`src/rtl/systolic_feeder_if.sv`:
```
// Host-side bundle for the systolic feeder: buffer writes, run
// control and the skewed west/north operand lanes.
interface systolic_feeder_if #(
  parameter int DATA_SIZE = 32,
  parameter int N         = 4,
  parameter int K_MAX     = 16
);
  localparam int IW = $clog2(N);
  localparam int KW = $clog2(K_MAX);

  logic                   wr_en;
  logic                   wr_mat;
  logic [IW-1:0]          wr_idx;
  logic [KW-1:0]          wr_k;
  logic [DATA_SIZE-1:0]   wr_data;
  logic                   start;
  logic [KW:0]            k_len;
  logic                   busy;
  logic                   acc_clr;
  logic [N*DATA_SIZE-1:0] a_out;
  logic [N*DATA_SIZE-1:0] b_out;
  logic                   done;
  logic                   err;

  modport master (
    output wr_en, wr_mat, wr_idx, wr_k, wr_data,
    output start, k_len,
    input  busy, acc_clr, a_out, b_out, done, err
  );

  modport slave (
    input  wr_en, wr_mat, wr_idx, wr_k, wr_data,
    input  start, k_len,
    output busy, acc_clr, a_out, b_out, done, err
  );
endinterface

```
`src/rtl/systolic_feeder.sv`:
```
// Operand feeder for an N x N MAC array: buffers A and B, clears
// the accumulators, then streams diagonally skewed lanes.
module systolic_feeder #(
  parameter int DATA_SIZE = 32,
  parameter int N         = 4,
  parameter int K_MAX     = 16
) (
  input logic           clk,
  input logic           rst,
  systolic_feeder_if.slave bus
);
  localparam int KW = $clog2(K_MAX);
  localparam int LW = KW + 1;
  localparam int CW = $clog2(K_MAX + 2 * N) + 1;

  typedef enum logic [1:0] {
    S_IDLE,
    S_CLEAR,
    S_FEED,
    S_DRAIN
  } state_t;

  state_t                 r_state;
  state_t                 w_state_nxt;
  logic [CW-1:0]          r_cnt;
  logic [CW-1:0]          w_cnt_nxt;
  logic [CW-1:0]          w_last_beat;
  logic [LW-1:0]          r_k;
  logic                   w_k_ok;
  logic                   w_go;
  logic                   w_err_nxt;
  logic [N*DATA_SIZE-1:0] w_a_nxt;
  logic [N*DATA_SIZE-1:0] w_b_nxt;
  logic [DATA_SIZE-1:0]   r_a [N][K_MAX];
  logic [DATA_SIZE-1:0]   r_b [N][K_MAX];
  logic                   r_busy;
  logic                   r_clr;
  logic                   r_done;
  logic                   r_err;
  logic [N*DATA_SIZE-1:0] r_a_out;
  logic [N*DATA_SIZE-1:0] r_b_out;

  assign w_k_ok = (bus.k_len != '0) &&
                  (bus.k_len <= LW'(K_MAX));
  assign w_go   = (r_state == S_IDLE) && bus.start && w_k_ok;
  assign w_last_beat = CW'(r_k) + CW'(N - 2);

  // B is held column-major so both lanes share one skew lookup.
  always_ff @(posedge clk) begin
    if (r_state == S_IDLE && bus.wr_en) begin
      if (bus.wr_mat)
        r_b[bus.wr_idx][bus.wr_k] <= bus.wr_data;
      else
        r_a[bus.wr_idx][bus.wr_k] <= bus.wr_data;
    end
  end

  always_comb begin
    w_state_nxt = r_state;
    w_cnt_nxt   = r_cnt;
    w_err_nxt   = 1'b0;
    unique case (r_state)
      S_IDLE: begin
        w_cnt_nxt = '0;
        if (w_go)
          w_state_nxt = S_CLEAR;
        else if (bus.start)
          w_err_nxt = 1'b1;
      end
      S_CLEAR: begin
        w_state_nxt = S_FEED;
        w_cnt_nxt   = '0;
      end
      S_FEED: begin
        if (r_cnt == w_last_beat) begin
          w_state_nxt = S_DRAIN;
          w_cnt_nxt   = '0;
        end else begin
          w_cnt_nxt = r_cnt + CW'(1);
        end
      end
      S_DRAIN: begin
        if (r_cnt == CW'(N - 1)) begin
          w_state_nxt = S_IDLE;
          w_cnt_nxt   = '0;
        end else begin
          w_cnt_nxt = r_cnt + CW'(1);
        end
      end
      default: w_state_nxt = S_IDLE;
    endcase
  end

  // Lane l carries inner index (beat - l) while it lies in [0, K).
  always_comb begin
    logic [CW-1:0] off;
    off     = '0;
    w_a_nxt = '0;
    w_b_nxt = '0;
    if (w_state_nxt == S_FEED) begin
      for (int l = 0; l < N; l++) begin
        off = w_cnt_nxt - CW'(l);
        if (w_cnt_nxt >= CW'(l) && off < CW'(r_k)) begin
          w_a_nxt[l*DATA_SIZE +: DATA_SIZE] = r_a[l][off[KW-1:0]];
          w_b_nxt[l*DATA_SIZE +: DATA_SIZE] = r_b[l][off[KW-1:0]];
        end
      end
    end
  end

  always_ff @(posedge clk or negedge rst) begin
    if (!rst) begin
      r_state <= S_IDLE;
      r_cnt   <= '0;
      r_k     <= '0;
      r_busy  <= 1'b0;
      r_clr   <= 1'b0;
      r_done  <= 1'b0;
      r_err   <= 1'b0;
      r_a_out <= '0;
      r_b_out <= '0;
    end else begin
      r_state <= w_state_nxt;
      r_cnt   <= w_cnt_nxt;
      if (w_go)
        r_k <= bus.k_len;
      r_busy  <= (w_state_nxt == S_CLEAR) ||
                 (w_state_nxt == S_FEED) ||
                 (w_state_nxt == S_DRAIN &&
                  w_cnt_nxt != CW'(N - 1));
      r_clr   <= (w_state_nxt == S_CLEAR);
      r_done  <= (w_state_nxt == S_DRAIN) &&
                 (w_cnt_nxt == CW'(N - 1));
      r_err   <= w_err_nxt;
      r_a_out <= w_a_nxt;
      r_b_out <= w_b_nxt;
    end
  end

  assign bus.busy    = r_busy;
  assign bus.acc_clr = r_clr;
  assign bus.done    = r_done;
  assign bus.err     = r_err;
  assign bus.a_out   = r_a_out;
  assign bus.b_out   = r_b_out;
endmodule

```
`src/flat_wrapper.sv`:
```
// flat-port wrapper written by rule: the top's interface ports become plain ports
module systolic_feeder_flat 
#(
  parameter int DATA_SIZE = 32,
  parameter int N         = 4,
  parameter int K_MAX     = 16
)
  (clk, rst, bus_wr_en, bus_wr_mat, bus_wr_idx, bus_wr_k, bus_wr_data, bus_start, bus_k_len, bus_busy, bus_acc_clr, bus_a_out, bus_b_out, bus_done, bus_err);
  systolic_feeder_if #(.DATA_SIZE(DATA_SIZE), .N(N), .K_MAX(K_MAX)) bus_i ();
  input logic clk;
  input logic rst;
  input wire logic [$bits(bus_i.wr_en)-1:0] bus_wr_en;
  input wire logic [$bits(bus_i.wr_mat)-1:0] bus_wr_mat;
  input wire logic [$bits(bus_i.wr_idx)-1:0] bus_wr_idx;
  input wire logic [$bits(bus_i.wr_k)-1:0] bus_wr_k;
  input wire logic [$bits(bus_i.wr_data)-1:0] bus_wr_data;
  input wire logic [$bits(bus_i.start)-1:0] bus_start;
  input wire logic [$bits(bus_i.k_len)-1:0] bus_k_len;
  output wire logic [$bits(bus_i.busy)-1:0] bus_busy;
  output wire logic [$bits(bus_i.acc_clr)-1:0] bus_acc_clr;
  output wire logic [$bits(bus_i.a_out)-1:0] bus_a_out;
  output wire logic [$bits(bus_i.b_out)-1:0] bus_b_out;
  output wire logic [$bits(bus_i.done)-1:0] bus_done;
  output wire logic [$bits(bus_i.err)-1:0] bus_err;
  assign bus_i.wr_en = bus_wr_en;
  assign bus_i.wr_mat = bus_wr_mat;
  assign bus_i.wr_idx = bus_wr_idx;
  assign bus_i.wr_k = bus_wr_k;
  assign bus_i.wr_data = bus_wr_data;
  assign bus_i.start = bus_start;
  assign bus_i.k_len = bus_k_len;
  assign bus_busy = bus_i.busy;
  assign bus_acc_clr = bus_i.acc_clr;
  assign bus_a_out = bus_i.a_out;
  assign bus_b_out = bus_i.b_out;
  assign bus_done = bus_i.done;
  assign bus_err = bus_i.err;
  systolic_feeder #(.DATA_SIZE(DATA_SIZE), .N(N), .K_MAX(K_MAX)) u_core (.clk(clk), .rst(rst), .bus(bus_i));
endmodule
```
`config.mk`:
```
export PLATFORM = sky130hd
export DESIGN_NAME = systolic_feeder_flat
export DESIGN_NICKNAME = d
export VERILOG_FILES = /design/src/rtl/systolic_feeder_if.sv /design/src/rtl/systolic_feeder.sv /design/src/flat_wrapper.sv
export SDC_FILE = /design/constraint.sdc
export NUM_CORES = 2
export LEC_CHECK = 0
export CAP_MARGIN = 10
export CORE_MARGIN = 3
export CORE_UTILIZATION = 35
export CTS_CLUSTER_SIZE = 30
export DETAILED_ROUTE_END_ITERATION = 6
export PLACE_DENSITY = 0.59
export SLEW_MARGIN = 20
export SYNTH_ARGS = -nofsm -noshare
export SYNTH_HDL_FRONTEND = slang
export SYNTH_SLANG_ARGS = --single-unit
```
`constraint.sdc`:
```
create_clock -name clk -period 11 [get_ports clk]
set_input_delay 1.65 -clock clk [delete_from_list [all_inputs] [get_ports clk]]
set_output_delay 1.65 -clock clk [all_outputs]
set_load 0.02 [all_outputs]
```
After elaboration in Yosys (flattened, before gate mapping)
Memories as Yosys holds them, arrays and structs flattened.
Index checks and enable logic that the tools add are counted.
{"block": "totals", "mem_bits_rw": 4096, "mem_count": 2, "elab_cells": 114, "latch_bits": 0, "output_inout_bits": 260, "romBits": 0, "register_bits": 273, "in_bits": 48}
{"name": "u_core.r_a", "words": 4, "width": 512, "read_ports": 4, "rd_clocked_by_memory_dff": 0, "wr": 1, "line_no": "systolic_feeder.sv:34", "text": "logic [DATA_SIZE-1:0] r_a [N][K_MAX];"}
{"name": "u_core.r_b", "words": 4, "width": 512, "read_ports": 4, "rd_clocked_by_memory_dff": 0, "wr": 1, "line_no": "systolic_feeder.sv:35", "text": "logic [DATA_SIZE-1:0] r_b [N][K_MAX];"}
{"block": "op_classes", "reduce_logical": 16, "n_eq_ne": 10, "bitwise": 5, "magnitude_cmp": 15, "div_mod_pow": 0, "add_sub_neg": 5, "shifts": 0, "mux": 52, "mul": 0}
{"cell": "$bmux 32 s4", "count": 8}
{"cell": "$mux 512", "count": 2}
{"cell": "$mux 32", "count": 25}
{"cell": "$mux 128", "count": 2}
{"cell": "$demux 32 s4", "count": 1}
{"cell": "$ge 5x5->1 const B", "count": 5}
{"cell": "$not 4->5", "count": 5}
{"cell": "$lt 6x5->1", "count": 4}
{"cell": "$pmux 6 s3", "count": 1}
{"cell": "$eq 6x2->1 const B", "count": 2}
{"cell": "$ge 6x1->1 const B", "count": 2}
{"cell": "$ge 6x2->1 const B", "count": 2}
{"cell": "$mux 6", "count": 2}
{"cell": "$sub 6x2->6 const B", "count": 2}
{"cell": "$logic_and 1x1->1", "count": 11}
{"cell": "$eq 2x2->1 const B", "count": 4}
{"cell": "$pmux 2 s4", "count": 1}
{"cell": "$mux 1", "count": 7}
{"cell": "$add 5x2->6 const B", "count": 1}
{"cell": "$add 6x1->6 const B", "count": 1}
{"cell": "$eq 6x6->1", "count": 1}
{"cell": "$mux 2", "count": 3}
{"cell": "$ne 6x2->1 const B", "count": 1}
{"cell": "$sub 6x1->6 const B", "count": 1}
{"cell": "7 further kinds", "count": 9}

Longest topological paths before layout
{"block": "depth", "ltp_word": 11, "mapped_depth": 23, "mapped_depth_nobuf": 18}

Worst setup path after synthesis
Ideal clock, no wire load.
{"block": "synth_timing", "path_type": "register to register", "start": "register u_core.r_k[1]", "end": "register u_core.r_b_out[111] (netlist: u_core.bus.b_out[111])", "path_slack_ps": 5584, "path_buffers": 7, "arrival_ps": 5332, "stages_incl_launch_ff": 24, "period_less_slack_ps": 5416, "path_cell_list": "dfrtp_1 -> ha_1 -> xnor2_1 -> or4b_1 -> a211o_1 -> buf_2 -> nand2_4 -> clkbuf_1 -> clkbuf_1 -> inv_1 -> ha_1 -> xnor2_1 -> buf_2 -> buf_2 -> ha_1 -> a21oi_1 -> nor2b_1 -> o21ai_0 -> nand3b_1 -> a2111o_1 -> or3_1 -> buf_2 -> buf_2 -> o22ai_1"}
{"block": "synth_via", "elab_chain_len": 11, "word_cells_on_any_way": 17}
{"item": "start: declaration", "line_no": "systolic_feeder.sv:28", "text": "logic [LW-1:0] r_k;"}
{"item": "start signal: assignment", "line_no": "systolic_feeder.sv:126", "text": "r_k <= bus.k_len;"}
{"item": "$add 5x2->6", "line_no": "systolic_feeder.sv:46", "text": "assign w_last_beat = CW'(r_k) + CW'(N - 2);"}
{"item": "$eq 6x6->1", "line_no": "systolic_feeder.sv:75", "text": "if (r_cnt == w_last_beat) begin"}
{"item": "$mux 6", "line_no": "systolic_feeder.sv:75"}
{"item": "$pmux 6 s3", "line_no": "systolic_feeder.sv:62", "text": "unique case (r_state)"}
{"item": "$sub 6x2->6", "line_no": "systolic_feeder.sv:102", "text": "off = w_cnt_nxt - CW'(l);"}
{"item": "$not 4->5 (implied by the code)", "line_no": "systolic_feeder.sv:105", "text": "w_b_nxt[l*DATA_SIZE +: DATA_SIZE] = r_b[l][off[KW-1:0]];"}
{"item": "$bmux 32 s4", "line_no": "systolic_feeder.sv:105"}
{"item": "$mux 32 (implied by the code) (2 in a row)", "line_no": "systolic_feeder.sv:105"}
{"item": "$mux 32", "line_no": "systolic_feeder.sv:103", "text": "if (w_cnt_nxt >= CW'(l) && off < CW'(r_k)) begin"}
{"item": "$mux 128 (*)", "line_no": "systolic_feeder.sv:100", "text": "if (w_state_nxt == S_FEED) begin"}
{"item": "named net u_core.w_b_nxt[111]", "line_no": "systolic_feeder.sv:33", "text": "logic [N*DATA_SIZE-1:0] w_b_nxt;"}
{"item": "end signal: assignment", "line_no": "systolic_feeder.sv:136", "text": "r_b_out <= w_b_nxt;"}
{"item": "end: declaration", "line_no": "systolic_feeder.sv:41", "text": "logic [N*DATA_SIZE-1:0] r_b_out;"}
The timed path passes the listed nets; every way through them passes the cells marked *. The select of a mux whose other input is x is not followed.
A chain may end at the register's enable or synchronous reset.

Final worst setup path
{"block": "layout_timing", "start": "register u_core.r_cnt[0]", "end": "register u_core.r_b_out[72] (netlist: u_core.bus.b_out[72])"}
{"block": "layout_via", "elab_chain_len": 10, "word_cells_on_any_way": 20}
{"item": "start: declaration", "line_no": "systolic_feeder.sv:25", "text": "logic [CW-1:0] r_cnt;"}
{"item": "start signal: assignment", "line_no": "systolic_feeder.sv:124", "text": "r_cnt <= w_cnt_nxt;"}
{"item": "$add 6x1->6, or another cell as far along", "line_no": "systolic_feeder.sv:79, systolic_feeder.sv:87"}
{"item": "$mux 6, on equally long branches", "line_no": "systolic_feeder.sv:83, systolic_feeder.sv:75"}
{"item": "$pmux 6 s3", "line_no": "systolic_feeder.sv:62"}
{"item": "$sub 6x2->6", "line_no": "systolic_feeder.sv:102"}
{"item": "$not 4->5 (implied by the code)", "line_no": "systolic_feeder.sv:105"}
{"item": "$bmux 32 s4", "line_no": "systolic_feeder.sv:105"}
{"item": "$mux 32 (implied by the code) (2 in a row)", "line_no": "systolic_feeder.sv:105"}
{"item": "$mux 32", "line_no": "systolic_feeder.sv:103"}
{"item": "$mux 128 (*)", "line_no": "systolic_feeder.sv:100"}
{"item": "named net u_core.w_b_nxt[72]", "line_no": "systolic_feeder.sv:33"}
Marks and branches as above.

==> impl_metrics.py <==
metrics = {
    "sta": {
        "timing.hold.ws_ns": 0.610,
        "slew_headroom_pct": 21.8,
        "min_period_ns": 7.55,
        "max_freq_mhz": 132,
        "setup_tns_ns": 0,
        "period_share_pct": 68.7,
        "rsz0062_at_grt": "false",
        "clock_skew_ns": 0.0661,
        "finalHoldViolCount": 0,
        "slew_viol_final": 0,
        "worst_pin_slew_ns": 1.17,
        "setup_viol": 0,
        "fin_ws_ns": 3.45,
    },
    "placement": {
        "dpl.hpwl_um": 246000,
        "placed_cell_area_um2": 179000,
        "routabilityCongestion": 0.837,
        "place_ws_ns": 3.43,
        "io_buffers": 307,
    },
    "floorplanning": {
        "row_count": 252,
        "fp.dieW_um": 696,
        "core_um2": 473000,
        "initial_core_util_pct": 35.3,
        "die_y_um": 696,
        "ios": 308,
        "dieArea_um2": 485000,
    },
    "cts": {
        "cts_setup_buffers": 0,
        "clockBufferDepth": 4,
        "numCtsBuffers": 442,
        "hold_buffers": 0,
        "clock_latency_ns": 0.99,
        "cts_root_buf": "clkbuf_16",
        "cts_tree": "done",
        "cts.sinks": 4369,
        "htree_num_levels": 5,
        "cts_resized": 0,
        "clkSlewWorstSetupHoldPaths_ns": 0.06,
    },
    "critical_path": {
        "startpoint": "u_core.r_cnt[0]",
        "cpLargestDelayFamily": "buffers and inverters",
        "reg2reg_slack_ns": 3.45,
        "crit_path_cell_trace": "ha_4, inv_1, nor3_2, inv_4, ha_1, inv_1, a21oi_1, nor2_1, clkinv_2, ha_1, a21o_1, a21oi_1, nand4_4, buf_4, a31oi_1",
        "critPathMaxFanout": 58,
        "reg2reg_depth": 15,
        "crit-reg2reg-capture": "u_core.bus.b_out[72]",
        "cp-start-kind": "register",
        "crit_path_max_incr_delay_ns": 1.10,
        "cp.buffers_inverters": 5,
        "setup.worst_path.end_class": "register",
        "r2r_start": "u_core.r_cnt[0]",
        "required_ns": 11.83,
        "cp.arrival_ns": 8.39,
        "path_class": "reg -> reg",
        "slowest_stage": "dfrtp_4",
    },
    "route": {
        "wl_per_cell_um": 30.9,
        "routed_wl_um": 469000,
        "final_antenna_net_count": 0,
        "dr.pass1.iters": 7,
        "drtIter0Drc": 9860,
        "vias_per_cell": 5.55,
        "vias": 84300,
        "drc": 7,
    },
    "final_layout": {
        "area_growth_pct": 16.2,
        "drive_above_1_share_pct": 23.9,
        "regArea_um2": 130000,
        "nFillCells": 41000,
        "multi_input_area_um2": 36100,
        "final_core_util_pct": 41.0,
        "final_nets": 8629,
        "design_area_um2": 194000,
    },
    "synth": {
        "synth_area_um2": 167000,
        "synthTopCellsByArea": "edfxtp_1 74%, mux4_2 10%, dfrtp_1 4.1%",
        "ys_ff_latch": 4369,
        "syn-num-nets": 8122,
        "seq_area_frac_synth_pct": 77.8,
        "synth_edf_count": 4096,
        "synth_area_per_cell_um2": 20.7,
        "yosysTopAreaCell": "edfxtp_1",
        "netlist_instances": 8046,
        "ys_async_sr_fraction_pct": 6.25,
        "netlist.area_leader.share_pct": 73.7,
        "synth.distinct_cells": 63,
        "yosysWarnings": 0,
        "synthTopCellsByCount": "4096 x edfxtp_1, 766 x mux4_2, 376 x mux2i_1",
        "ys.flop_type": "edfxtp_1",
        "synth.most_common_cell": "edfxtp_1",
    },
    "global_routing": {
        "grt_pass1_vias": 86300,
        "grt_max_degree": 143,
        "antenna_found_initial": 51,
        "groute.usage.overall_pct": 18.9,
        "grt_pass1_wl_um": 658000,
        "met2_usage_pct": 31.0,
        "use_met3_pct": 3.35,
        "grt_busiest_layer": "met2",
        "gr-total-overflow": 0,
        "met1_usage_pct": 26.3,
    },
    "min_path": {
        "min_path_type": "reg -> reg",
        "min_from": "u_core.r_k[2]",
        "whs_path_depth": 1,
        "hold_end": "u_core.r_k[2]",
    },
    "outcome": {
        "failed_checks": "DRC",
        "outcome": "finished with violations",
    },
    "power_and_ir_drop": {
        "p_leak_nw": 62.1,
        "p_per_area_nw_per_um2": 326,
        "ir_worst_vdd_v": 0.000777,
    },
    "job": {
        "max-cap-violations": 0,
    },
}
==> how the worst max path moves through the flow <==
| stage | cells past startpoint | slack [ns] | endpoint |
|---|---|---|---|
| finish | 15 | 3.45 | u_core.bus.b_out[72] |
| global route | 15 | 3.09 | u_core.bus.b_out[72] |
| CTS | 15 | 3.40 | u_core.bus.b_out[95] |
| detailed placement | 15 | 3.43 | u_core.bus.b_out[95] |
| global placement | 15 | 3.50 | u_core.bus.b_out[72] |
| floorplan | 23 | 5.58 | u_core.bus.b_out[111] |
==> registers in the layout (all words and copies together) (netlist names), 2 cells and up <==
name,count
u_core.r_cnt,6
u_core.bus.b_out,128
u_core.r_state,2
u_core.r_a,2048
u_core.r_k,5
u_core.r_b,2048
u_core.bus.a_out,128
==> per-stage QoR <==
step | std cells | power, mW
final | 15200 | 63.1
after global routing | 15200 | 66.0
after CTS | 15200 | 63.8
after detailed placement | 14300 | 48.5
after global placement | 14300 | 48.2
after floorplan | 8046 | 39.6
==> routing by layer <==
| layer | vias to the layer above | routed length, um |
|---|---|---|
| li1 | 34300 | - |
| met3 | 706 | 37100 |
| met4 | 16 | 12100 |
| met5 | - | 108 |
| met1 | 45600 | 195000 |
| met2 | 3667 | 225000 |
==> logic make-up (layout without fill, tap and decap cells) <==
| logic type | count (synthesis) | after routing | synth area share, % |
|---|---|---|---|
| flops | 4369 | 4369 | 77.8 |
| mux | 1379 | 1379 | 14.2 |
| simple gates | 930 | 930 | 2.89 |
| compound gates | 816 | 816 | 3.51 |
| buf+inv | 506 | 1401 | 1.28 |
| fa+ha+maj | 28 | 28 | 0.210 |
| xor+xnor | 18 | 18 | 0.0945 |
| other cells | 0 | 18 | 0 |
==> where the power goes <==
part           total (mW)  switching, mW  internal [mW]
Sequential           19.0          0.408           18.6
Combinational        28.8           16.5           12.4
Clock                15.3           6.40           8.92
==> cell usage in the layout, fill, tap and decap left out, types with 63 or more instances in the layout <==
| cell | synthesis | routed |
|---|---|---|
| clkbuf_16 | 0 | 446 |
| o22ai_1 | 129 | 129 |
| buf_4 | 11 | 248 |
| nand2_1 | 291 | 288 |
| a31oi_1 | 63 | 63 |
| a211o_1 | 76 | 75 |
| mux2i_1 | 376 | 376 |
| edfxtp_1 | 4096 | 4096 |
| dfrtp_1 | 273 | 272 |
| nor2_4 | 0 | 130 |
| a21oi_1 | 96 | 96 |
| clkbuf_1 | 332 | 103 |
| nor2b_1 | 86 | 86 |
| clkdlybuf4s50_1 | 0 | 274 |
| o21ai_0 | 87 | 86 |
| and4_1 | 63 | 63 |
| clkinv_2 | 0 | 78 |
| mux4_2 | 766 | 766 |
| mux2_2 | 237 | 237 |
| nand3_1 | 120 | 120 |
| a2111oi_0 | 65 | 65 |
==> area by class of cell <==
cell class | instances | share of cell area [%]
flip-flops and latches | 4369 | 67.0
diodes | 18 | 0.0232
multi-input cells | 3171 | 18.6
clock inverters | 222 | 1.32
clock buffers | 610 | 6.39
inverters | 21 | 0.0504
well taps | 6223 | 4.02
repair buffers | 548 | 2.60
(Power assumes the default switching activity.)
